## src/rtl/motor_drive_if.sv

```systemverilog
// Command handshake between the steering controller (master) and motor_drive (slave).
interface motor_drive_if #(
  parameter int CNT_W = 10
);
  logic           cmd_vld;
  logic [CNT_W:0] lft_cmd;
  logic [CNT_W:0] rht_cmd;
  logic           cmd_rdy;

  modport master (output cmd_vld, output lft_cmd, output rht_cmd, input cmd_rdy);
  modport slave  (input cmd_vld, input lft_cmd, input rht_cmd, output cmd_rdy);
endinterface

```

## src/rtl/motor_drive.sv

```systemverilog
// Dual H-bridge driver: signed commands latched at period boundaries become
// per-motor forward/reverse PWM with a dead interval on every reversal.
module motor_drive #(
  parameter int CNT_W    = 10,
  parameter int DEADTIME = 64
) (
  input  logic         clk,
  input  logic         rst_n,
  motor_drive_if.slave cmd_if,
  output logic         fwd_lft,
  output logic         rev_lft,
  output logic         fwd_rht,
  output logic         rev_rht
);

  typedef enum logic [1:0] {COAST, FWD, REV, DEAD} mstate_e;

  typedef struct packed {
    mstate_e          st;
    logic             tgt_rev;
    logic [CNT_W-1:0] dead;
    logic [CNT_W-1:0] duty;
  } motor_t;

  localparam logic [CNT_W-1:0] DEAD_LD   = DEADTIME[CNT_W-1:0];
  localparam logic [CNT_W-1:0] ONE       = {{(CNT_W-1){1'b0}}, 1'b1};
  localparam logic [CNT_W:0]   CMD_ONE   = {{CNT_W{1'b0}}, 1'b1};
  localparam motor_t           MOTOR_RST = '{st: COAST, tgt_rev: 1'b0, dead: '0, duty: '0};

  // The most negative command has no positive twin, so it clips to full scale.
  function automatic logic [CNT_W-1:0] mag_sat(input logic [CNT_W:0] cmd);
    logic [CNT_W:0] a;
    a = cmd[CNT_W] ? (~cmd + CMD_ONE) : cmd;
    return a[CNT_W] ? '1 : a[CNT_W-1:0];
  endfunction

  function automatic motor_t motor_next(input motor_t cur, input logic apply,
                                        input logic [CNT_W:0] cmd);
    motor_t nxt;
    logic   is_zero;
    logic   is_neg;
    nxt     = cur;
    is_zero = (cmd == '0);
    is_neg  = cmd[CNT_W];
    if (cur.st == DEAD) begin
      nxt.dead = cur.dead - ONE;
      if (cur.dead == ONE) nxt.st = cur.tgt_rev ? REV : FWD;
    end
    if (apply) begin
      nxt.duty = mag_sat(cmd);
      if (is_zero) begin
        nxt.st   = COAST;
        nxt.dead = '0;
      end else begin
        nxt.tgt_rev = is_neg;
        case (cur.st)
          COAST: nxt.st = is_neg ? REV : FWD;
          FWD: begin
            if (is_neg) begin
              nxt.st   = DEAD;
              nxt.dead = DEAD_LD;
            end else begin
              nxt.st = FWD;
            end
          end
          REV: begin
            if (!is_neg) begin
              nxt.st   = DEAD;
              nxt.dead = DEAD_LD;
            end else begin
              nxt.st = REV;
            end
          end
          DEAD: begin
            if (is_neg != cur.tgt_rev) begin
              nxt.st   = DEAD;
              nxt.dead = DEAD_LD;
            end
          end
          default: nxt.st = COAST;
        endcase
      end
    end
    return nxt;
  endfunction

  logic [CNT_W-1:0] cntr_q, cntr_d;
  logic             pend_full_q, pend_full_d;
  logic [CNT_W:0]   pend_lft_q, pend_lft_d;
  logic [CNT_W:0]   pend_rht_q, pend_rht_d;
  motor_t           lft_q, lft_d;
  motor_t           rht_q, rht_d;
  logic             fwd_lft_q, fwd_lft_d;
  logic             rev_lft_q, rev_lft_d;
  logic             fwd_rht_q, fwd_rht_d;
  logic             rev_rht_q, rev_rht_d;
  logic             boundary;
  logic             capture;
  logic             apply;

  // Capture and apply are exclusive: capture needs an empty buffer, apply a full one.
  always_comb begin
    boundary    = (cntr_q == '1);
    capture     = cmd_if.cmd_vld & ~pend_full_q;
    apply       = boundary & pend_full_q;
    cntr_d      = cntr_q + ONE;
    pend_full_d = pend_full_q;
    pend_lft_d  = pend_lft_q;
    pend_rht_d  = pend_rht_q;
    if (apply) pend_full_d = 1'b0;
    if (capture) begin
      pend_full_d = 1'b1;
      pend_lft_d  = cmd_if.lft_cmd;
      pend_rht_d  = cmd_if.rht_cmd;
    end
    lft_d     = motor_next(lft_q, apply, pend_lft_q);
    rht_d     = motor_next(rht_q, apply, pend_rht_q);
    fwd_lft_d = (lft_q.st == FWD) && (cntr_q < lft_q.duty);
    rev_lft_d = (lft_q.st == REV) && (cntr_q < lft_q.duty);
    fwd_rht_d = (rht_q.st == FWD) && (cntr_q < rht_q.duty);
    rev_rht_d = (rht_q.st == REV) && (cntr_q < rht_q.duty);
  end

  always_ff @(posedge clk or negedge rst_n) begin
    if (!rst_n) begin
      cntr_q      <= '1;
      pend_full_q <= 1'b0;
      pend_lft_q  <= '0;
      pend_rht_q  <= '0;
      lft_q       <= MOTOR_RST;
      rht_q       <= MOTOR_RST;
      fwd_lft_q   <= 1'b0;
      rev_lft_q   <= 1'b0;
      fwd_rht_q   <= 1'b0;
      rev_rht_q   <= 1'b0;
    end else begin
      cntr_q      <= cntr_d;
      pend_full_q <= pend_full_d;
      pend_lft_q  <= pend_lft_d;
      pend_rht_q  <= pend_rht_d;
      lft_q       <= lft_d;
      rht_q       <= rht_d;
      fwd_lft_q   <= fwd_lft_d;
      rev_lft_q   <= rev_lft_d;
      fwd_rht_q   <= fwd_rht_d;
      rev_rht_q   <= rev_rht_d;
    end
  end

  assign cmd_if.cmd_rdy = ~pend_full_q;
  assign fwd_lft        = fwd_lft_q;
  assign rev_lft        = rev_lft_q;
  assign fwd_rht        = fwd_rht_q;
  assign rev_rht        = rev_rht_q;

endmodule

```

## src/flat_wrapper.sv

```systemverilog
// flat-port wrapper written by rule: the top's interface ports become plain ports
module motor_drive_flat 
#(
  parameter int CNT_W    = 10,
  parameter int DEADTIME = 64
)
  (clk, rst_n, fwd_lft, rev_lft, fwd_rht, rev_rht, cmd_if_cmd_vld, cmd_if_lft_cmd, cmd_if_rht_cmd, cmd_if_cmd_rdy);
  motor_drive_if #(.CNT_W(CNT_W)) cmd_if_i ();
  input  logic clk;
  input  logic rst_n;
  output logic fwd_lft;
  output logic rev_lft;
  output logic fwd_rht;
  output logic rev_rht;
  input wire logic [$bits(cmd_if_i.cmd_vld)-1:0] cmd_if_cmd_vld;
  input wire logic [$bits(cmd_if_i.lft_cmd)-1:0] cmd_if_lft_cmd;
  input wire logic [$bits(cmd_if_i.rht_cmd)-1:0] cmd_if_rht_cmd;
  output wire logic [$bits(cmd_if_i.cmd_rdy)-1:0] cmd_if_cmd_rdy;
  assign cmd_if_i.cmd_vld = cmd_if_cmd_vld;
  assign cmd_if_i.lft_cmd = cmd_if_lft_cmd;
  assign cmd_if_i.rht_cmd = cmd_if_rht_cmd;
  assign cmd_if_cmd_rdy = cmd_if_i.cmd_rdy;
  motor_drive #(.CNT_W(CNT_W), .DEADTIME(DEADTIME)) u_core (.clk(clk), .rst_n(rst_n), .cmd_if(cmd_if_i), .fwd_lft(fwd_lft), .rev_lft(rev_lft), .fwd_rht(fwd_rht), .rev_rht(rev_rht));
endmodule
```

## config.mk

```make
export PLATFORM = sky130hd
export DESIGN_NAME = motor_drive_flat
export DESIGN_NICKNAME = d
export VERILOG_FILES = /design/src/rtl/motor_drive_if.sv /design/src/rtl/motor_drive.sv /design/src/flat_wrapper.sv
export SDC_FILE = /design/constraint.sdc
export NUM_CORES = 1
export LEC_CHECK = 0
export CORE_AREA = 3 3 110 112
export DETAILED_ROUTE_END_ITERATION = 8
export DIE_AREA = 0 0 113 115
export SYNTH_ARGS = -nofsm -noshare
export SYNTH_HDL_FRONTEND = slang
export SYNTH_SLANG_ARGS = --single-unit
```

## constraint.sdc

```tcl
create_clock -name clk -period 2.9 [get_ports clk]
set_input_delay 0.725 -clock clk [delete_from_list [all_inputs] [get_ports clk]]
set_output_delay 0.725 -clock clk [all_outputs]
set_load 0.005 [all_outputs]
```

==> qor.txt <==
status: finished, final reports clean
drt pass-1 iters: 4
first-pass GRT wire length: 16000 um
GRT Total Usage: 0.155
vias in the first global route: 3237
r2r setup slk: 460 ps
worst r2r src: u_core.pend_rht_q[0]
total wire length: 9180 um
Tcrit/Tclk final: 0.841
Initial Utilization: 0.395
Power Density: 484 nW/um2
Synth Area in Adders: 0.0699
Worst R2R End: u_core.rht_q[15]
largest family of logic cells by synthesized area: simple AND/OR/NAND/NOR gates
post-layout min period: 2440 ps
I/O pins: 30
XOR/XNOR Fraction of Synth Area: 0.0490
Yosys reg bits: 83
fin worst setup slack: 462 ps
post-synthesis simple-gate area fraction: 0.181
layout cells sized above 1: 0.126
clock skew: 6.14 ps
TritonCTS clock tree: done
CP max FO: 9
post-DR vias/cell: 5.32
Clock transition at path regs: 60 ps
Detailed Place HPWL: 6580 um
WP data required: 3110 ps
final count of hold timing violations: 0
Die H: 115 um
unrepaired setup endpoints after global routing: no
Crit. End Element: flop
WP data arrival: 2650 ps
largest net degree at the start of global routing: 46
Slew Limit Fails: 0
worst skew pair latency: 340 ps
row count: 39
Clock Path Buffers: 2
Mean Syn Cell Area: 9.92 um2
Post-Place Worst Slack: 457 ps
clk sink count: 83
Final Wtd Congestion: 0.760
leak pwr: 2.17 nW
area grow syn2layout: 16.5%
CTS Buf Count: 9
antenna diode count: 0
core box area: 11300 um2
total congestion overflow: 0
Synth Flop Type: dfrtp_1
Final ANT Viol Nets: 0
worst r2r path cells: 7
fmax: 410 MHz
post-synthesis compound-gate area fraction: 0.145
Setup-failing EPs final: 0
DRC: 0
die width: 113 um
IO Port Bufs: 29
WL/cell: 14.6 um
area share of the largest cell type after synthesis: 0.409
Distinct cells, synth: 59
root buf cell: clkbuf_16
routed vias: 3346
top post-synthesis cells by area: dfrtp_1, ha_1, dfstp_2
cts hold-fix bufs: 0
Syn Nets: 501
# Post-CTS Setup Buffers: 0
Setup CP Type: reg -> reg
worst slew pin tran: 728 ps
mux cell area share after synthesis: 0.0498
Min-Delay Path Class: in -> async
cells resized by post-CTS repair: 0
setup TNS: 0 ps
largest area contributor in the netlist: dfrtp_1
Slew HR: 0.515
Die Area: 13000 um2
ys async rst share: 1.00
Post-synth EDFFs: 0
Max VDD drop: 341 uV
initial antenna violation count: 0
Yosys warnings: 0
Iteration-0 DRC Markers: 136
H-tree depth: 3
startpoint types: flop
Synth Instances: 451
Max-Cap Viols: 0
post-synthesis sequential area ratio: 0.467
Synth Cell Area: 4470 um2
nets: 531
registers in the layout (all words and copies together), names as in the netlist:
register	cells
u_core.lft_q	23
u_core.rht_q	23
u_core.pend_lft_q	11
u_core.pend_rht_q	11
u_core.cntr_q	10
u_core.fwd_lft	1
u_core.fwd_rht	1
u_core.pend_full_q	1
u_core.rev_lft	1
u_core.rev_rht	1
how the worst max path moves through the flow:
| stage | startpoint | endpoint | slack, ps | cells past startpoint |
|---|---|---|---|---|
| 2_1_floorplan | u_core.pend_rht_q[0] | u_core.rht_q[10] | 800 | 8 |
| 3_3_place_gp | u_core.pend_rht_q[0] | u_core.rht_q[10] | 560 | 7 |
| 3_5_place_dp | u_core.pend_rht_q[0] | u_core.rht_q[14] | 460 | 7 |
| 4_1_cts | u_core.pend_rht_q[0] | u_core.rht_q[14] | 440 | 7 |
| 5_1_grt | u_core.pend_rht_q[1] | u_core.rht_q[14] | 320 | 7 |
| 6_report | u_core.pend_rht_q[0] | u_core.rht_q[15] | 460 | 7 |
final cells by class:
type	instances	area, um2
tap	143	179
inverter	29	109
multi-input combinational	323	2210
fill	1077	6110
timing repair buffer	35	345
clock inverter	2	10.0
clock buffer	14	264
sequential	83	2090
report_power, final:
group / switching [mW] / internal (mW) / leakage (nW)
clock: 0.432 / 0.625 / 0.137
combinational: 0.0949 / 0.102 / 0.951
sequential: 0.0740 / 1.20 / 1.08
total: 0.601 / 1.92 / 2.17
through the flow:
stage / hold WS, ps / instance area, um2 / power [mW] / cells / utilization
3_3_place_gp: 464 / 4940 / 1.48 / 613 / 0.436
6_report: 352 / 5210 / 2.52 / 629 / 0.460
5_1_grt: 393 / 5210 / 2.64 / 629 / 0.460
2_1_floorplan: 429 / 4470 / 1.39 / 451 / -
3_5_place_dp: 471 / 4940 / 1.49 / 613 / 0.436
4_1_cts: 369 / 5210 / 2.55 / 629 / 0.460
placed cells by master, fill, tap and decap left out, types with 3 or more instances in the layout:
cell / synthesis / routed
inv_1: 29 / 29
or3_1: 5 / 5
o31ai_1: 3 / 3
o21ai_0: 32 / 32
o221ai_1: 6 / 6
o311ai_0: 4 / 4
clkbuf_16: 0 / 9
o211ai_1: 4 / 4
buf_4: 0 / 6
a21oi_1: 21 / 21
dfrtp_1: 73 / 73
nor2b_1: 8 / 7
clkbuf_1: 14 / 3
xor2_1: 9 / 9
ha_1: 25 / 25
mux2_2: 18 / 18
dfstp_2: 10 / 10
nand4b_1: 3 / 3
nand2b_1: 7 / 7
nor2_1: 41 / 41
nand4_1: 9 / 9
nor4_1: 5 / 5
o22ai_1: 3 / 3
xnor2_1: 16 / 16
nor3_1: 11 / 11
a31o_2: 3 / 3
nand2_1: 32 / 32
nand3_1: 13 / 13
clkdlybuf4s50_1: 0 / 28
o21a_1: 5 / 5
synthesized netlist by cell type, types with 4 or more instances:
library cell	count
dfrtp_1	73
a21oi_1	21
ha_1	25
o21a_1	5
nand2b_1	7
o221ai_1	6
nor2_1	41
clkbuf_1	14
nor4_1	5
mux2_2	18
nor2b_1	8
inv_1	29
or3_1	5
o311ai_0	4
xnor2_1	16
dfstp_2	10
nor3_1	11
nand3_1	13
o21ai_0	32
o211ai_1	4
nand4_1	9
xor2_1	9
nand2_1	32
routing by layer:
| metal | share of wire | up-vias | track usage |
|---|---|---|---|
| li1 | - | 1669 | - |
| met1 | 0.49 | 1609 | 0.208 |
| met2 | 0.45 | 52 | 0.240 |
| met3 | 0.026 | 16 | 0.0279 |
| met4 | 0.026 | 0 | 0.0801 |
| met5 | 0 | - | 0 |
worst max-delay path: stages, from the launching register on:
cell      delay (ps)
dfrtp_1          400
inv_1             90
ha_1             200
or4b_1           600
nor4_4           480
nand2b_2         150
a21oi_4          300
nor2_1           100
cell families (layout without fill, tap and decap cells):
| family | after synthesis | count (layout) |
|---|---|---|
| AOI/OAI and AO/OA | 98 | 98 |
| xor gates and xnor gates | 25 | 25 |
| adders and majority gates | 25 | 25 |
| buffers and inverters | 45 | 80 |
| DFF | 83 | 83 |
| muxes | 20 | 20 |
| and+or+nand+nor | 155 | 155 |
No activity file was read; power rests on OpenSTA's default activity.
